**src/rtl/delay_seq_ctrl.sv**
```systemverilog
// rtl/delay_seq_ctrl.sv - sequencer turning an external sample FIFO into a programmable delay line
//
// Ports:
//   clk, reset_n        system clock, asynchronous active-low reset
//   sample_valid, din   input sample strobe and data
//   delay_num           requested delay in samples, sampled with each strobe
//   flush               synchronous restart of the delay line
//   fifo_data/_wr_en    FIFO write side (fifo_data mirrors din)
//   fifo_rd_en, fifo_q  FIFO read side, data valid one cycle after the read
//   fifo_clr            one-cycle FIFO clear pulse
//   dout, out_valid     delayed (or bypassed / muted) output sample and strobe
//   state_busy          line is filling, growing or shrinking
//   err                 sticky internal count error
module delay_seq_ctrl #(
  parameter int DATA_W = 16,
  parameter int DEPTH  = 4096,
  parameter int CNT_W  = 13
) (
  input  logic              clk,
  input  logic              reset_n,
  input  logic              sample_valid,
  input  logic [DATA_W-1:0] din,
  input  logic [CNT_W-1:0]  delay_num,
  input  logic              flush,
  output logic [DATA_W-1:0] fifo_data,
  output logic              fifo_wr_en,
  output logic              fifo_rd_en,
  output logic              fifo_clr,
  input  logic [DATA_W-1:0] fifo_q,
  output logic [DATA_W-1:0] dout,
  output logic              out_valid,
  output logic              state_busy,
  output logic              err
);

  localparam logic [CNT_W-1:0] MAX_CNT = CNT_W'(DEPTH - 1);

  typedef enum logic [1:0] {S_FILL, S_RUN, S_GROW, S_SHRINK} state_t;
  typedef enum logic [1:0] {SEL_MUTE, SEL_BYP, SEL_FIFO} sel_t;

  state_t            state_q, state_d;
  sel_t              sel_q, sel_d;
  logic [CNT_W-1:0]  count_q, count_d;
  logic [CNT_W-1:0]  target_q, target_d;
  logic [CNT_W-1:0]  tgt_in;
  logic [DATA_W-1:0] byp_q, byp_d;
  logic [DATA_W-1:0] dout_q, dout_d;
  logic              clr_q, clr_d;
  logic              xrd_q, xrd_d;
  logic              pend_q, pend_d;
  logic              valid_q, valid_d;
  logic              err_q, err_d;
  logic              range_bad;
  logic              wr_en, rd_en;

  always_comb begin
    tgt_in    = (delay_num > MAX_CNT) ? MAX_CNT : delay_num;
    // In RUN the occupancy must equal the last latched target; anything else
    // means the count has drifted from what the FIFO really holds.
    range_bad = (count_q > MAX_CNT) || ((state_q == S_RUN) && (count_q != target_q));

    state_d  = state_q;
    count_d  = count_q;
    target_d = target_q;
    sel_d    = sel_q;
    byp_d    = byp_q;
    clr_d    = 1'b0;
    xrd_d    = 1'b0;
    pend_d   = 1'b0;
    err_d    = err_q;
    wr_en    = 1'b0;
    rd_en    = 1'b0;

    if (flush) begin
      // A coincident sample is dropped but still produces a muted output slot.
      count_d = '0;
      state_d = S_FILL;
      clr_d   = 1'b1;
      if (sample_valid) begin
        target_d = tgt_in;
        pend_d   = 1'b1;
        sel_d    = SEL_MUTE;
      end
    end else if (sample_valid) begin
      target_d = tgt_in;
      pend_d   = 1'b1;
      sel_d    = SEL_MUTE;
      byp_d    = din;
      if (range_bad) begin
        err_d = 1'b1;
      end else if (tgt_in == '0) begin
        // Bypass: stale FIFO contents are discarded so a later refill starts clean.
        sel_d   = SEL_BYP;
        clr_d   = (count_q != '0);
        count_d = '0;
        state_d = S_RUN;
      end else if (count_q < tgt_in) begin
        wr_en   = 1'b1;
        count_d = count_q + 1'b1;
        if (count_d == tgt_in)    state_d = S_RUN;
        else if (state_q == S_FILL) state_d = S_FILL;
        else                      state_d = S_GROW;
      end else begin
        wr_en = 1'b1;
        rd_en = 1'b1;
        sel_d = SEL_FIFO;
        if (count_q > tgt_in) begin
          // Second read in the following cycle drops one sample from the line.
          xrd_d   = 1'b1;
          count_d = count_q - 1'b1;
        end
        state_d = (count_d == tgt_in) ? S_RUN : S_SHRINK;
      end
    end

    // Output stage: fifo_q is valid in the cycle after the strobe.
    valid_d = pend_q;
    dout_d  = dout_q;
    if (pend_q) begin
      case (sel_q)
        SEL_BYP:  dout_d = byp_q;
        SEL_FIFO: dout_d = fifo_q;
        default:  dout_d = '0;
      endcase
    end
  end

  always_ff @(posedge clk or negedge reset_n) begin
    if (!reset_n) begin
      state_q  <= S_FILL;
      sel_q    <= SEL_MUTE;
      count_q  <= '0;
      target_q <= '0;
      byp_q    <= '0;
      dout_q   <= '0;
      clr_q    <= 1'b0;
      xrd_q    <= 1'b0;
      pend_q   <= 1'b0;
      valid_q  <= 1'b0;
      err_q    <= 1'b0;
    end else begin
      state_q  <= state_d;
      sel_q    <= sel_d;
      count_q  <= count_d;
      target_q <= target_d;
      byp_q    <= byp_d;
      dout_q   <= dout_d;
      clr_q    <= clr_d;
      xrd_q    <= xrd_d;
      pend_q   <= pend_d;
      valid_q  <= valid_d;
      err_q    <= err_d;
    end
  end

  assign fifo_data  = din;
  assign fifo_wr_en = wr_en;
  assign fifo_rd_en = rd_en | xrd_q;
  assign fifo_clr   = clr_q;
  assign dout       = dout_q;
  assign out_valid  = valid_q;
  assign state_busy = (state_q != S_RUN);
  assign err        = err_q;

endmodule

```
**config.mk**
```make
export PLATFORM = sky130hd
export DESIGN_NAME = delay_seq_ctrl
export DESIGN_NICKNAME = d
export VERILOG_FILES = /design/src/rtl/delay_seq_ctrl.sv
export SDC_FILE = /design/constraint.sdc
export NUM_CORES = 1
export LEC_CHECK = 0
export ABC_AREA = 0
export BUFFER_PORTS_ARGS = -buffer_cell sky130_fd_sc_hd__buf_2
export CAP_MARGIN = 40
export CORE_MARGIN = 5
export CORE_UTILIZATION = 45
export CTS_CLUSTER_SIZE = 12
export DETAILED_ROUTE_END_ITERATION = 12
export HOLD_SLACK_MARGIN = 0.15
export MAX_ROUTING_LAYER = met4
export PLACE_DENSITY = 0.64
export SYNTH_ARGS = -nofsm -noshare
export SYNTH_HDL_FRONTEND = slang
export SYNTH_SLANG_ARGS = --single-unit
```
**constraint.sdc**
```tcl
create_clock -name clk -period 6.2 [get_ports clk]
set_input_delay 0.62 -clock clk [delete_from_list [all_inputs] [get_ports clk]]
set_output_delay 0.62 -clock clk [all_outputs]
set_load 0.02 [all_outputs]
```
# Yosys cells after proc, flatten, opt, wreduce, memory -nomap -nowiden
# Cells that the tools add are included.
[word_totals] out_inout_bits=38 reg_bits=67 in_bits=49 word_cells=83
[op_classes] bitwise_logic=2 mux=47 reduce_logical=9 eq_ne=8 order_cmp=4 addsub=2
[ops] cell="13-bit 2-to-1 mux" n=12
[ops] cell="16-bit one-hot mux with 2 select lines" n=1
[ops] cell="2-bit 2-to-1 mux" n=14
[ops] cell="13-bit equality test" n=2
[ops] cell="13-bit by 12-bit > comparator with 1-bit output, second input constant" n=2
[ops] cell="1-bit 2-to-1 mux" n=20
[ops] cell="13-bit by 1-bit adder with 13-bit output, second input constant" n=1
[ops] cell="13-bit > comparator" n=1
[ops] cell="13-bit logical NOT" n=1
[ops] cell="13-bit less-than comparator" n=1
[ops] cell="13-bit inequality test" n=1
[ops] cell="13-bit nonzero test" n=1
[ops] cell="13-bit by 1-bit subtractor with 13-bit output, second input constant" n=1
[ops] cell="2-bit by 1-bit equality test with 1-bit output, second input constant" n=2
[ops] cell="2-bit AND reduction" n=2
[ops] cell="3-bit AND reduction" n=1
[ops] cell="2-bit equality test, second input constant" n=1
[ops] cell="2-bit logical NOT" n=1
[ops] cell="2-bit by 1-bit inequality test with 1-bit output, second input constant" n=1
[ops] cell="2-bit inequality test, second input constant" n=1
[ops] cell="2-bit nonzero test" n=1
[ops] cell="1-bit logical AND" n=1
[ops] cell="1-bit logical OR" n=1
[ops] cell="1-bit inverter" n=1
[ops] cell="1-bit bitwise OR" n=1

# Logic depth before layout (Yosys ltp)
# Gate-level depths: netlist of the first run.
[depth] depth_word=16 ltp_mapped=15 depth_no_buf=11

# Worst setup path before layout of the first run
# Ideal clock, no wire load.
[synth_path] path_kind="input to output" startpoint="in delay_num[12]" endpoint="out fifo_rd_en" t_required_ns=5.580 arrival_ns=3.108 cell_stages=11 path_slack_ns=2.472 path_buffers=4 cell_sequence="buf_6 buf_2 nor2_1 ha_1 and4_1 a211oi_1 o211a_1 buf_2 buf_2 nor2_1 or2_2"
[synth_via] elab_chain_len=9 elab_cells_between_ends=10 classes_between="2 x order compare; 6 x mux; 1 x bitwise; 1 x reduce/logical"
[synth_lines] element="start, declared" line_no="23" rtl="input logic [CNT_W-1:0] delay_num,"
[synth_lines] element="13-bit by 12-bit > comparator with 1-bit output" line_no="57" rtl="tgt_in = (delay_num > MAX_CNT) ? MAX_CNT : delay_num;"
[synth_lines] element="13-bit 2-to-1 mux (*)" line_no="57"
[synth_lines] element="13-bit less-than comparator" line_no="97" rtl="end else if (count_q < tgt_in) begin"
[synth_lines] element="1-bit 2-to-1 mux" line_no="97"
[synth_lines] element="1-bit 2-to-1 mux (*)" line_no="91" rtl="end else if (tgt_in == '0) begin"
[synth_lines] element="1-bit 2-to-1 mux (*)" line_no="89" rtl="if (range_bad) begin"
[synth_lines] element="1-bit 2-to-1 mux (*)" line_no="84" rtl="end else if (sample_valid) begin"
[synth_lines] element="1-bit 2-to-1 mux (*)" line_no="74" rtl="if (flush) begin"
[synth_lines] element="1-bit bitwise OR (*)" line_no="158" rtl="assign fifo_rd_en = rd_en | xrd_q;"
[synth_lines] element="end, declared" line_no="27" rtl="output logic fifo_rd_en,"
# Every way passes the cells marked *; elsewhere a longest branch is shown, timed or not.

# Worst setup path after layout of the first run
# Ends and elaborated chain as after synthesis.

==> impl_metrics.env, run 1 <==
export IMPL_cp_required_ns=5.58
export IMPL_cts_setup_buffers=0
export IMPL_leakage_nw=2.23
export IMPL_final_nets=655
export IMPL_clk_latency_ns=0.36
export IMPL_setup_tns_final_ns=0
export IMPL_path_class="input pin to output pin"
export IMPL_path_cells="buf_2, nor2_1, ha_1, and4_1, a211oi_1, o211a_1, nor2_1, or2_2, buf_2"
export IMPL_multiInputGateArea_um2=2470
export IMPL_cts_tree="built"
export IMPL_netlist_instances=543
export IMPL_critPathTopFamily="simple AND/OR/NAND/NOR gates"
export IMPL_finalCriticalPeriod_ns=4.32
export IMPL_hold_class="input pin to async pin"
export IMPL_max_slew_margin_rel=0.353
export IMPL_drcViolationCount=0
export IMPL_final_core_util=0.523
export IMPL_seq_power_share=0.462
export IMPL_via_count=4225
export IMPL_drt_wl_total_um=13600
export IMPL_cp_arrival_ns=3.70
export IMPL_syn_num_nets=607
export IMPL_yosysWarnings=0
export IMPL_synth_xor_area_frac=0.0748
export IMPL_post_dp_cell_area_um2=4930
export IMPL_synth_simple_area_share=0.219
export IMPL_min_period_over_period=0.696
export IMPL_avgSynthCellArea_um2=8.38
export IMPL_ir_drop_mv=0.102
export IMPL_synth_edff_count=0
export IMPL_internal_power_mw=0.732
export IMPL_clkPwrFrac=0.378
export IMPL_cp_startpoint="delay_num[12]"
export IMPL_rows=36
export IMPL_synth_async_reset_ratio=1.00
export IMPL_cts_buffer_depth=2
export IMPL_seq_area_um2=1680
export IMPL_n_antenna_cell=0
export IMPL_synth_top_family_by_area="simple AND/OR/NAND/NOR gates"
export IMPL_routabilityCongestion=0.966
export IMPL_grt_max_degree=50
export IMPL_grt_overflow=0
export IMPL_synth_compound_area_share=0.202
export IMPL_path_depth=9
export IMPL_root_buffer="clkbuf_8"
export IMPL_end_kind="output pin"
export IMPL_h_tree_depth=3
export IMPL_dr_pass1_iters=5
export IMPL_synth_area_um2=4550
export IMPL_fin_area_um2=5140
export IMPL_reg2reg_to="state_q[1]"
export IMPL_grt_pass1_wl_um=21800
export IMPL_initial_core_util=0.463
export IMPL_reg2reg_from="count_q[8]"
export IMPL_cts_sinks=67
export IMPL_maxCapViolCount=0
export IMPL_reg2reg_slack_ns=2.65
export IMPL_worstPathMaxFanout=23
export IMPL_wl_per_cell_um=18.7
export IMPL_power_switching_mw=0.308
export IMPL_viasPerCell=5.80
export IMPL_drv_slew=0
export IMPL_synthMuxAreaShare=0.00495
export IMPL_die_w_um=111
export IMPL_cts_resized=0
export IMPL_synth_seq_cells=67
export IMPL_critical_path_max_stage_delay_ns=0.69
export IMPL_area_growth_pct=13.0
export IMPL_synthAdderAreaFrac=0.0412
export IMPL_p_per_area_nw_per_um2=202
export IMPL_reg2regPathDepth=8
export IMPL_clk_pin_slew_worst_paths_ns=0.09
export IMPL_p_comb_frac=0.160
export IMPL_grt_use_total=0.227
export IMPL_drt_iter0_markers=363
export IMPL_swShare=0.296
export IMPL_n_fill_cell=987
export IMPL_outcome="finished clean"
export IMPL_die_area_um2=12200
export IMPL_cts_hold_buffers_added=0
export IMPL_fin_worst_skew_ns=0.0178
export IMPL_drive_above_1_share=0.205
export IMPL_numCtsBuffers=9
export IMPL_p_total_mw=1.04
export IMPL_fp_coreArea_um2=9820
export IMPL_worst_pin_slew_ns=0.966
export IMPL_finalSetupViolCount=0
export IMPL_path_buf_inv=2
export IMPL_place_detailed_hpwl_um=9920
export IMPL_synth_flop_cell="dfrtp_1"
export IMPL_rsz0062_at_grt="no"
export IMPL_yosysSeqAreaShare=0.368
export IMPL_antenna_found_initial=0
export IMPL_portBuffers=86
export IMPL_clock_fmax_mhz=232
export IMPL_ant_nets=0
export IMPL_critical_path_slowest_cell="o211a_1"
export IMPL_start_kind="input pin"
export IMPL_finalHoldViolCount=0
export IMPL_dieHeight_um=111
export IMPL_synth_cell_types=66
export IMPL_ioPinCount=87
export IMPL_grt_pass1_vias=4070
-- kinds of logic (layout without fill, tap and decap cells) --
kind of cell / count (synthesis) / count (layout)
adder cells (fa/ha/maj): 15 / 15
multiplexers: 2 / 2
AND/OR/NAND/NOR: 200 / 200
flip-flops: 67 / 67
other: 1 / 1
AO/OA/AOI/OAI: 133 / 133
XOR/XNOR: 38 / 38
buffers and inverters: 87 / 140
-- flip-flops by register name (all words and copies together), names as in the netlist, 2 cells and up --
signal,cells
byp_q,16
dout,16
count_q,13
target_q,13
sel_q,2
state_q,2
-- cells in the mapped netlist, types with 15 or more instances --
library cell	count	area, um2
ha_1	15	188
a22oi_1	20	150
o22ai_1	21	131
inv_1	31	116
nor2_1	47	176
xnor2_1	24	210
dfrtp_1	67	1680
buf_4	16	120
a21oi_1	26	130
o21ai_0	20	100
nand2_1	69	259
clkbuf_1	29	109
-- per-stage QoR --
| stage | hold WS [ns] | std cells | setup WS, ns |
|---|---|---|---|
| 2_1_floorplan | 0.324 | 543 | 2.47 |
| 4_1_cts | 0.226 | 729 | 1.95 |
| 5_1_grt | 0.238 | 729 | 1.68 |
| 3_3_place_gp | 0.458 | 709 | 2.12 |
| 6_report | 0.221 | 729 | 1.88 |
| 3_5_place_dp | 0.463 | 713 | 1.96 |
-- worst register-to-register path: stages (launching register included) --
cell,delay (ns)
dfrtp_1,0.66
ha_1,0.35
a31o_2,0.24
a211oi_1,0.42
o211a_1,0.69
nor2_1,0.31
o311a_1,0.37
nor4_2,0.27
a31oi_1,0.12
-- how the worst max path moves through the flow --
stage / slack (ns) / to
floorplan: 2.47 / fifo_rd_en
global placement: 2.12 / fifo_rd_en
detailed placement: 1.96 / fifo_rd_en
CTS: 1.95 / fifo_rd_en
global route: 1.68 / fifo_rd_en
finish: 1.88 / fifo_rd_en
-- layout make-up --
cell class | instances | share of cell area
multi-input combinational | 389 | 0.481
inverter | 31 | 0.0226
clock buffer | 11 | 0.0295
clock inverter | 5 | 0.0117
timing repair buffer | 93 | 0.0971
sequential | 67 | 0.326
tap | 133 | 0.0324
-- cells in the final DEF (no fill, tap or decap), types with 8 or more instances in the layout --
cell      instances
nand3_1           9
nand2_1          69
a22oi_1          20
or3_1             8
ha_1             15
inv_1            31
xnor2_1          24
a21oi_1          26
clkbuf_8         11
dfrtp_1          67
o21ai_0          20
xor2_1           13
nor2_1           47
nor3_1           14
nor4_1            9
buf_2            86
o22ai_1          21
-- power groups by stage --
stage | Sequential [mW] | Combinational [mW] | Clock (mW)
final | 0.481 | 0.167 | 0.393
after global routing | 0.484 | 0.184 | 0.423
after CTS | 0.480 | 0.166 | 0.402
after detailed placement | 0.489 | 0.166 | 0
after global placement | 0.489 | 0.161 | 0
after floorplan | 0.481 | 0.112 | 0
-- per-layer routing --
metal / share of wire / vias up / global-route usage
li1: - / 2016 / -
met1: 0.46 / 2020 / 0.327
met2: 0.45 / 166 / 0.320
met3: 0.076 / 23 / 0.0470
met4: 0.017 / 0 / 0.0665
met5: 0 / - / -
No activity file was read; power rests on OpenSTA's default activity.
==> run 2: changes to the inputs <==
==> constraint.sdc (replaced) <==
create_clock -name clk -period 4.1 [get_ports clk]
set_input_delay 0.41 -clock clk [delete_from_list [all_inputs] [get_ports clk]]
set_output_delay 0.41 -clock clk [all_outputs]
set_load 0.02 [all_outputs]
==> run 2 against run 1 <==
Effect of this change: combinational power increased by 58%; sequential share of layout area decreased by 0.56 points; largest power group unchanged; wire length increased by 3.9%; die area unchanged; final cell count increased by 1.6%; setup slack got worse by 1.4 ns; clock power increased by 59%; clock skew decreased by 0.0055 ns.
==> impl_metrics.env, run 2 (synthesized netlist as in run 1, its figures left out) <==
export IMPL_maxCapViolCount=0
export IMPL_dr_pass1_iters=5
export IMPL_seq_power_share=0.448
export IMPL_ant_nets=0
export IMPL_initial_core_util=0.463
export IMPL_outcome="finished clean"
export IMPL_rsz0062_at_grt="no"
export IMPL_antenna_found_initial=0
export IMPL_final_nets=667
export IMPL_cts_setup_buffers=0
export IMPL_cts_resized=0
export IMPL_end_kind="output pin"
export IMPL_clk_pin_slew_worst_paths_ns=0.08
export IMPL_fin_worst_skew_ns=0.0123
export IMPL_swShare=0.290
export IMPL_hold_class="input pin to register"
export IMPL_grt_pass1_vias=4267
export IMPL_setup_tns_final_ns=0
export IMPL_clkPwrFrac=0.388
export IMPL_power_switching_mw=0.466
export IMPL_p_total_mw=1.61
export IMPL_p_per_area_nw_per_um2=307
export IMPL_place_detailed_hpwl_um=10600
export IMPL_wl_per_cell_um=19.1
export IMPL_max_slew_margin_rel=0.441
export IMPL_worstPathMaxFanout=17
export IMPL_numCtsBuffers=9
export IMPL_finalHoldViolCount=0
export IMPL_die_w_um=111
export IMPL_drt_iter0_markers=278
export IMPL_cp_arrival_ns=3.20
export IMPL_via_count=4293
export IMPL_min_period_over_period=0.880
export IMPL_grt_overflow=0
export IMPL_die_area_um2=12200
export IMPL_cts_sinks=67
export IMPL_start_kind="input pin"
export IMPL_area_growth_pct=14.9
export IMPL_h_tree_depth=3
export IMPL_grt_max_degree=55
export IMPL_ir_drop_mv=0.131
export IMPL_setup_ws_ns=0.494
export IMPL_rows=36
export IMPL_leakage_nw=2.29
export IMPL_cp_required_ns=3.69
export IMPL_routabilityCongestion=0.966
export IMPL_layout_common_cells="86 x buf_2, 69 x nand2_1, 67 x dfrtp_1"
export IMPL_drcViolationCount=0
export IMPL_fp_coreArea_um2=9820
export IMPL_drt_wl_total_um=14200
export IMPL_stdcell_count=741
export IMPL_finalSetupViolCount=0
export IMPL_layout_commonest_cell="buf_2"
export IMPL_portBuffers=86
export IMPL_internal_power_mw=1.14
export IMPL_drive_above_1_share=0.220
export IMPL_drv_slew=0
export IMPL_worst_pin_slew_ns=0.835
export IMPL_clock_fmax_mhz=277
export IMPL_viasPerCell=5.79
export IMPL_n_antenna_cell=0
export IMPL_grt_pass1_wl_um=22800
export IMPL_p_comb_frac=0.164
export IMPL_finalCriticalPeriod_ns=3.61
export IMPL_dieHeight_um=111
export IMPL_cts_buffer_depth=2
export IMPL_clk_latency_ns=0.34
export IMPL_path_class="input pin to output pin"
export IMPL_cts_tree="built"
export IMPL_place_inst=724
export IMPL_place_ws_ns=0.463
export IMPL_root_buffer="clkbuf_8"
export IMPL_grt_use_total=0.236
export IMPL_ioPinCount=87
[run 2: final cells by class]
| cell class | instances | area (um2) |
|---|---|---|
| timing repair buffer | 105 | 576 |
| multi-input combinational | 389 | 2470 |
| clock inverter | 7 | 101 |
| inverter | 31 | 116 |
| fill | 996 | 4590 |
| tap | 133 | 166 |
| sequential | 67 | 1680 |
| clock buffer | 9 | 124 |
[run 2: worst paths after layout]
check	from	to	slack, ns	cells past startpoint
setup / recovery	delay_num[12]	fifo_rd_en	0.49	9
min in group asynchronous	reset_n	target_q[2]	0.51	2
hold reg to reg	byp_q[9]	byp_q[9]	0.47	2
setup reg to reg	count_q[12]	state_q[1]	0.82	9
hold / removal	din[11]	byp_q[11]	0.27	3
max in group asynchronous	reset_n	state_q[0]	2.56	3
[run 2: layer usage]
metal / up-vias / track usage / wire (um)
met3: 26 / 0.0492 / 1140
met4: 0 / 0.0714 / 275
met2: 190 / 0.351 / 6510
met5: - / - / 0
met1: 2040 / 0.325 / 6240
li1: 2037 / - / -
[run 2: critical path: stages]
cell	delay (ns)
buf_2	0.23
nor2_1	0.52
ha_1	0.34
and4_1	0.22
a211oi_1	0.38
o211a_1	0.47
nor2_1	0.15
or2_2	0.30
buf_2	0.16
[run 2: repair_timing]
item | in CTS | in global routing
endpoints found under the setup margin | 0 | 0
hold endpoints to repair | 13 | 0
hold buffers | 1 | 0
[run 2: per-stage QoR]
stage | area [um2] | hold WS [ns] | utilization
2_1_floorplan | 4550 | 0.114 | -
3_3_place_gp | 4990 | 0.355 | 0.508
3_5_place_dp | 4990 | 0.354 | 0.509
4_1_cts | 5230 | 0.256 | 0.533
5_1_grt | 5230 | 0.252 | 0.533
6_report | 5230 | 0.268 | 0.533
[run 2: power by group through the flow]
stage                     Sequential [mW]  Combinational (mW)  Clock [mW]
after floorplan                     0.727               0.169           0
after global placement              0.732               0.257           0
after detailed placement            0.734               0.260           0
after CTS                           0.720               0.262       0.641
after global routing                0.726               0.290       0.671
final                               0.720               0.264       0.623
